**src/rtl/resource_arbiter_pkg.sv**
```systemverilog
// resource_arbiter shared definitions.
// Default sizes, FSM state codes and operand slicing helper.
package resource_arbiter_pkg;

  localparam int NUM_REQ_DEF = 4;
  localparam int DATA_W_DEF  = 32;
  localparam int RES_LAT_DEF = 2;

  typedef logic [1:0] state_t;

  localparam state_t IDLE = 2'd0;
  localparam state_t BUSY = 2'd1;
  localparam state_t RESP = 2'd2;

  // Low bit of requester idx's operand in the packed req_data bus.
  function automatic int slice_lo(input int idx, input int w);
    return idx * w;
  endfunction

endpackage

```
**src/rtl/resource_arbiter_if.sv**
```systemverilog
// Requester/resource side bundle of resource_arbiter.
// master = pipelines + shared resource, slave = arbiter.
interface resource_arbiter_if #(
  parameter int NUM_REQ = 4,
  parameter int DATA_W  = 32
) ();

  logic [NUM_REQ-1:0]        req;
  logic [NUM_REQ*DATA_W-1:0] req_data;
  logic                      flush;
  logic [NUM_REQ-1:0]        grant;
  logic [DATA_W-1:0]         res_in;
  logic                      res_valid;
  logic [DATA_W-1:0]         res_out;
  logic [DATA_W-1:0]         resp_data;
  logic [NUM_REQ-1:0]        resp_valid;
  logic                      busy;

  modport master (
    output req, req_data, flush, res_out,
    input  grant, res_in, res_valid,
    input  resp_data, resp_valid, busy
  );

  modport slave (
    input  req, req_data, flush, res_out,
    output grant, res_in, res_valid,
    output resp_data, resp_valid, busy
  );

endinterface

```
**src/rtl/resource_arbiter_rr_pick.sv**
```systemverilog
// Round-robin pick: first set req bit scanning from ptr upward.
// Purely combinational, wraps from N-1 back to 0.
module rr_pick #(
  parameter int N  = 4,
  parameter int PW = $clog2(N)
) (
  input  logic [N-1:0]  req,
  input  logic [PW-1:0] ptr,
  output logic          found,
  output logic [PW-1:0] idx
);

  logic [PW-1:0] cand;

  // Scan offsets high to low so the smallest offset from ptr wins.
  always_comb begin
    found = 1'b0;
    idx   = '0;
    cand  = '0;
    for (int k = N - 1; k >= 0; k--) begin
      cand = PW'((int'(ptr) + k) % N);
      if (req[cand]) begin
        found = 1'b1;
        idx   = cand;
      end
    end
  end

endmodule

```
**src/rtl/resource_arbiter.sv**
```systemverilog
// Round-robin arbiter and sequencer for a shared fixed-latency
// resource; routes each result back to its requester only.
module resource_arbiter
  import resource_arbiter_pkg::*;
#(
  parameter int NUM_REQ = NUM_REQ_DEF,
  parameter int DATA_W  = DATA_W_DEF,
  parameter int RES_LAT = RES_LAT_DEF
) (
  input logic               clk,
  input logic               reset,
  resource_arbiter_if.slave bus
);

  localparam int PW = $clog2(NUM_REQ);
  localparam int CW = $clog2(RES_LAT + 1);
  localparam logic [NUM_REQ-1:0] ONE = NUM_REQ'(1);

  state_t            state;
  logic [PW-1:0]     ptr;
  logic [PW-1:0]     win;
  logic [PW-1:0]     pick;
  logic [PW-1:0]     nxt;
  logic [CW-1:0]     cnt;
  logic              found;
  logic [DATA_W-1:0] slices [NUM_REQ];

  for (genvar g = 0; g < NUM_REQ; g++) begin : g_slice
    assign slices[g] = bus.req_data[slice_lo(g, DATA_W) +: DATA_W];
  end

  rr_pick #(.N(NUM_REQ), .PW(PW)) u_pick (
    .req   (bus.req),
    .ptr   (ptr),
    .found (found),
    .idx   (pick)
  );

  assign nxt = (win == PW'(NUM_REQ - 1)) ? '0 : win + 1'b1;

  // Arbitrate in IDLE, count out the resource latency, deliver result.
  always_ff @(posedge clk or posedge reset) begin
    if (reset) begin
      state          <= IDLE;
      ptr            <= '0;
      win            <= '0;
      cnt            <= '0;
      bus.grant      <= '0;
      bus.res_in     <= '0;
      bus.res_valid  <= 1'b0;
      bus.resp_data  <= '0;
      bus.resp_valid <= '0;
      bus.busy       <= 1'b0;
    end else begin
      bus.res_valid  <= 1'b0;
      bus.resp_valid <= '0;
      unique case (state)
        IDLE: begin
          if (found && !bus.flush) begin
            win           <= pick;
            bus.res_in    <= slices[pick];
            bus.grant     <= ONE << pick;
            bus.res_valid <= 1'b1;
            bus.busy      <= 1'b1;
            cnt           <= CW'(RES_LAT);
            state         <= BUSY;
          end
        end
        BUSY: begin
          if (bus.flush) begin
            bus.grant <= '0;
            bus.busy  <= 1'b0;
            ptr       <= nxt;
            state     <= IDLE;
          end else if (cnt == '0) begin
            bus.resp_data  <= bus.res_out;
            bus.resp_valid <= ONE << win;
            bus.grant      <= '0;
            ptr            <= nxt;
            state          <= RESP;
          end else begin
            cnt <= cnt - 1'b1;
          end
        end
        RESP: begin
          bus.busy <= 1'b0;
          state    <= IDLE;
        end
        default: begin
          bus.grant <= '0;
          bus.busy  <= 1'b0;
          state     <= IDLE;
        end
      endcase
    end
  end

endmodule

```
**src/flat_wrapper.sv**
```systemverilog
// flat-port wrapper written by rule: the top's interface ports become plain ports
module resource_arbiter_flat import resource_arbiter_pkg::*;
#(
  parameter int NUM_REQ = NUM_REQ_DEF,
  parameter int DATA_W  = DATA_W_DEF,
  parameter int RES_LAT = RES_LAT_DEF
)
  (clk, reset, bus_req, bus_req_data, bus_flush, bus_res_out, bus_grant, bus_res_in, bus_res_valid, bus_resp_data, bus_resp_valid, bus_busy);
  resource_arbiter_if #(.NUM_REQ(NUM_REQ), .DATA_W(DATA_W)) bus_i ();
  input logic clk;
  input logic reset;
  input wire logic [$bits(bus_i.req)-1:0] bus_req;
  input wire logic [$bits(bus_i.req_data)-1:0] bus_req_data;
  input wire logic [$bits(bus_i.flush)-1:0] bus_flush;
  input wire logic [$bits(bus_i.res_out)-1:0] bus_res_out;
  output wire logic [$bits(bus_i.grant)-1:0] bus_grant;
  output wire logic [$bits(bus_i.res_in)-1:0] bus_res_in;
  output wire logic [$bits(bus_i.res_valid)-1:0] bus_res_valid;
  output wire logic [$bits(bus_i.resp_data)-1:0] bus_resp_data;
  output wire logic [$bits(bus_i.resp_valid)-1:0] bus_resp_valid;
  output wire logic [$bits(bus_i.busy)-1:0] bus_busy;
  assign bus_i.req = bus_req;
  assign bus_i.req_data = bus_req_data;
  assign bus_i.flush = bus_flush;
  assign bus_i.res_out = bus_res_out;
  assign bus_grant = bus_i.grant;
  assign bus_res_in = bus_i.res_in;
  assign bus_res_valid = bus_i.res_valid;
  assign bus_resp_data = bus_i.resp_data;
  assign bus_resp_valid = bus_i.resp_valid;
  assign bus_busy = bus_i.busy;
  resource_arbiter #(.NUM_REQ(NUM_REQ), .DATA_W(DATA_W), .RES_LAT(RES_LAT)) u_core (.clk(clk), .reset(reset), .bus(bus_i));
endmodule
```
**config.mk**
```make
export PLATFORM = sky130hd
export DESIGN_NAME = resource_arbiter_flat
export DESIGN_NICKNAME = d
export VERILOG_FILES = /design/src/rtl/resource_arbiter_pkg.sv /design/src/rtl/resource_arbiter_if.sv /design/src/rtl/resource_arbiter_rr_pick.sv /design/src/rtl/resource_arbiter.sv /design/src/flat_wrapper.sv
export SDC_FILE = /design/constraint.sdc
export NUM_CORES = 1
export LEC_CHECK = 0
export ABC_AREA = 1
export CAP_MARGIN = 20
export CORE_MARGIN = 1
export CORE_UTILIZATION = 35
export CTS_CLUSTER_DIAMETER = 80
export DETAILED_ROUTE_END_ITERATION = 8
export PLACE_DENSITY_LB_ADDON = 0.12
export SYNTH_ARGS = -nofsm -noshare
export SYNTH_HDL_FRONTEND = slang
export SYNTH_HIERARCHICAL = 1
export SYNTH_SLANG_ARGS = --single-unit
```
**constraint.sdc**
```tcl
create_clock -name clk -period 3.1 [get_ports clk]
set_input_delay 0.31 -clock clk [delete_from_list [all_inputs] [get_ports clk]]
set_output_delay 0.31 -clock clk [all_outputs]
set_load 0.02 [all_outputs]
```
==> impl_metrics.yaml <==
layout:
  final_area_um2: 7410
  final_cells: 1113
  regArea_um2: 2050
  multi_input_area_um2: 2270
  drive_gt1_frac: 0.0436
  areaGrowthSynthToFinish_pct: 61.1
  diodes: 0
  nets: 1108
  fillers: 1248
pwr:
  p_leak_nw: 3.89
  p_comb_frac: 0.636
  power.density_nw_per_um2: 1040
  seqPwrFrac: 0.233
  clkPwrFrac: 0.131
  switchingPower_w: 0.00369
  internal_power_w: 0.00403
  sw_frac_of_total: 0.478
  ir_drop_mv: 0.758
detailed_routing:
  ant_nets: 0
  first_pass_iters: 4
  vias: 4864
  post_drt_via_cell_ratio: 4.37
  route.detailed.drc: 0
  wl_mm: 13.8
  dr.first_iter.drc_count: 215
  wl_per_cell_um: 12.4
timing:
  rsz0062_at_grt: "false"
  finalSetupTns_ps: 0
  slew_violations: 0
  worst_slack_ps: 621
  finalCritPeriodShare: 0.800
  relSlewSlack: 0.552
  tightestPinTransition_ps: 672
  max_freq_ghz: 0.403
  skew_ps: 4.80
  whs_ps: 383
  finalCriticalPeriod_ps: 2480
  hold_viol: 0
  setup_viol: 0
global_routing:
  grt_pass1_vias: 4397
  track_usage: 0.201
  grt_pass1_wl_mm: 21.2
  antenna_found_initial: 0
  grt_max_degree: 67
  global_route.usage.met2: 0.343
  grt.busiest_layer: "met2"
  grt_use_met1: 0.241
  grt-ovfl-total: 0
  grt_use_met3: 0.0607
floorplan:
  initial_utilization: 0.362
  ioPinCount: 241
  core_um2: 12700
  die_h_um: 117
  die_x_um: 117
  row_count: 41
  dieArea_um2: 13600
place:
  io_buffers: 240
  numPlacedInstances: 1096
  post-dp-hpwl_mm: 10.1
  globalplace.congestion: 0.801
  dpl_cell_area_um2: 7100
  dp_slack_ps: 548
clock_tree:
  clk_transition_reported_paths_ps: 70
  root_buffer: "clkbuf_16"
  cts_tree: "built"
  h-tree-depth: 3
  clock_path_buffers: 2
  postCtsSetupBuffers: 0
  cts_hold_buf: 0
  cts.sinks: 82
  cts-buffers-inserted: 9
  clk_latency_ps: 330
  cts_resized: 0
synth:
  synth_cells: 712
  yosysSeqAreaShare: 0.446
  syn_avg_cell_area_um2: 6.46
  syn-num-nets: 884
  ys_seq_elements: 82
  synth_warnings: 6
  synth.distinct_cells: 23
  netlist_area_um2: 4600
worst_setup_path:
  critPathLaunchType: "register"
  worstPathArrival_ps: 2750
  cp.required_ps: 3370
  crit_type: "register to register"
  crit_fanout: 66
  crit_path_end_kind: "register"
run:
  maxCapViolCount: 0
hold_path:
  min_path_type: "input pin to async pin"
run_status:
  status: "completed"
-- metal layers --
metal | part of all wire | wire (um)
met1 | 0.42 | 5770
met4 | 0.015 | 203
met2 | 0.47 | 6550
met5 | 0 | 0
met3 | 0.092 | 1260
-- synthesized netlist by cell type, drive strengths merged --
library cell / number / area [um^2]
nor3: 1 / 5.00
a21boi: 1 / 7.51
nor2: 11 / 48.8
nand2: 531 / 2000
nand3: 13 / 77.6
clkbuf: 6 / 22.5
a21oi: 2 / 10.0
buf: 29 / 178
ha: 5 / 62.6
inv: 24 / 90.1
clkinv: 1 / 5.00
dfrtp: 82 / 2050
and2: 1 / 8.76
o21ai: 5 / 28.8
-- final cells by class --
| cell class | instances | area share |
|---|---|---|
| Clock inverter | 7 | 0.00827 |
| Inverter | 25 | 0.0130 |
| Clock buffer | 9 | 0.0304 |
| Sequential cell | 82 | 0.277 |
| Timing Repair Buffer | 248 | 0.337 |
| Tap cell | 172 | 0.0290 |
| Multi-Input combinational cell | 570 | 0.306 |
-- worst paths after layout --
kind / startpoint / end / slack (ps) / cells after the start
max: u_core/ptr[0]$_DFFE_PP0P_ / u_core/bus.res_in[9]$_DFFE_PP0P_ / 620 / 16
min: reset / u_core/bus.res_in[12]$_DFFE_PP0P_ / 380 / 2
max reg2reg: u_core/ptr[0]$_DFFE_PP0P_ / u_core/bus.res_in[9]$_DFFE_PP0P_ / 620 / 16
max in group asynchronous: reset / u_core/bus.res_in[5]$_DFFE_PP0P_ / 1970 / 3
min in group clk: u_core/bus.grant[1]$_DFFE_PP0P_ / u_core/bus.grant[1]$_DFFE_PP0P_ / 470 / 2
min reg2reg: u_core/bus.grant[1]$_DFFE_PP0P_ / u_core/bus.grant[1]$_DFFE_PP0P_ / 470 / 2
-- cell families (layout without fill, tap and decap cells) --
| kind of cell | Yosys count | after routing | synth area share |
|---|---|---|---|
| adders and majority gates | 5 | 5 | 0.0136 |
| DFF | 82 | 82 | 0.446 |
| AOI/OAI and AO/OA | 8 | 8 | 0.0101 |
| and+or+nand+nor | 557 | 557 | 0.466 |
| buffers and inverters | 60 | 289 | 0.0642 |
-- sequential cells by signal, indices dropped and copies added, names as in the netlist --
signal / cells
u_core/cnt: 2
u_core/win: 2
u_core/bus.busy: 1
u_core/bus.resp_data: 32
u_core/bus.resp_valid: 4
u_core/bus.grant: 4
u_core/state: 2
u_core/bus.res_in: 32
u_core/bus.res_valid: 1
u_core/ptr: 2
-- through the flow --
stage | util | total power (W)
finish | 0.583 | 0.00772
floorplan | - | 0.00504
global placement | 0.558 | 0.00667
global route | 0.583 | 0.00849
detailed placement | 0.558 | 0.00669
CTS | 0.580 | 0.00774
-- cells in the final DEF, fill, tap and decap left out, drive strengths merged --
master / Yosys / layout
ha: 5 / 5
o21ai: 5 / 5
inv: 24 / 26
nor3: 1 / 1
a21boi: 1 / 1
clkbuf: 6 / 9
clkdlybuf4s50: 0 / 240
nand3: 13 / 13
clkinv: 1 / 4
nor2: 11 / 11
a21oi: 2 / 2
dfrtp: 82 / 82
clkinvlp: 0 / 2
buf: 29 / 8
and2: 1 / 1
nand2: 531 / 531
-- worst max-delay path: stages, from the launching register on --
cell and delay, ps:
dfrtp_1 580, inv_1 160, nand2_1 100, and2_4 140, nand2_2 50, nand2_2 60
clkinv_2 50, nand2_1 50, nand2_1 50, nand2_2 80, buf_4 520, nand2_1 110
nand2_1 120, nand2_1 70, nand2_1 90, nand2_1 50, nand2_1 70
-- power by group through the flow --
stage | Sequential [W] | Combinational (W) | Clock [W]
finish | 0.00180 | 0.00491 | 0.00101
global route | 0.00186 | 0.00554 | 0.00109
CTS | 0.00181 | 0.00489 | 0.00105
detailed placement | 0.00181 | 0.00487 | 0
global placement | 0.00181 | 0.00486 | 0
floorplan | 0.00228 | 0.00276 | 0
No activity file was read; power rests on OpenSTA's default activity.
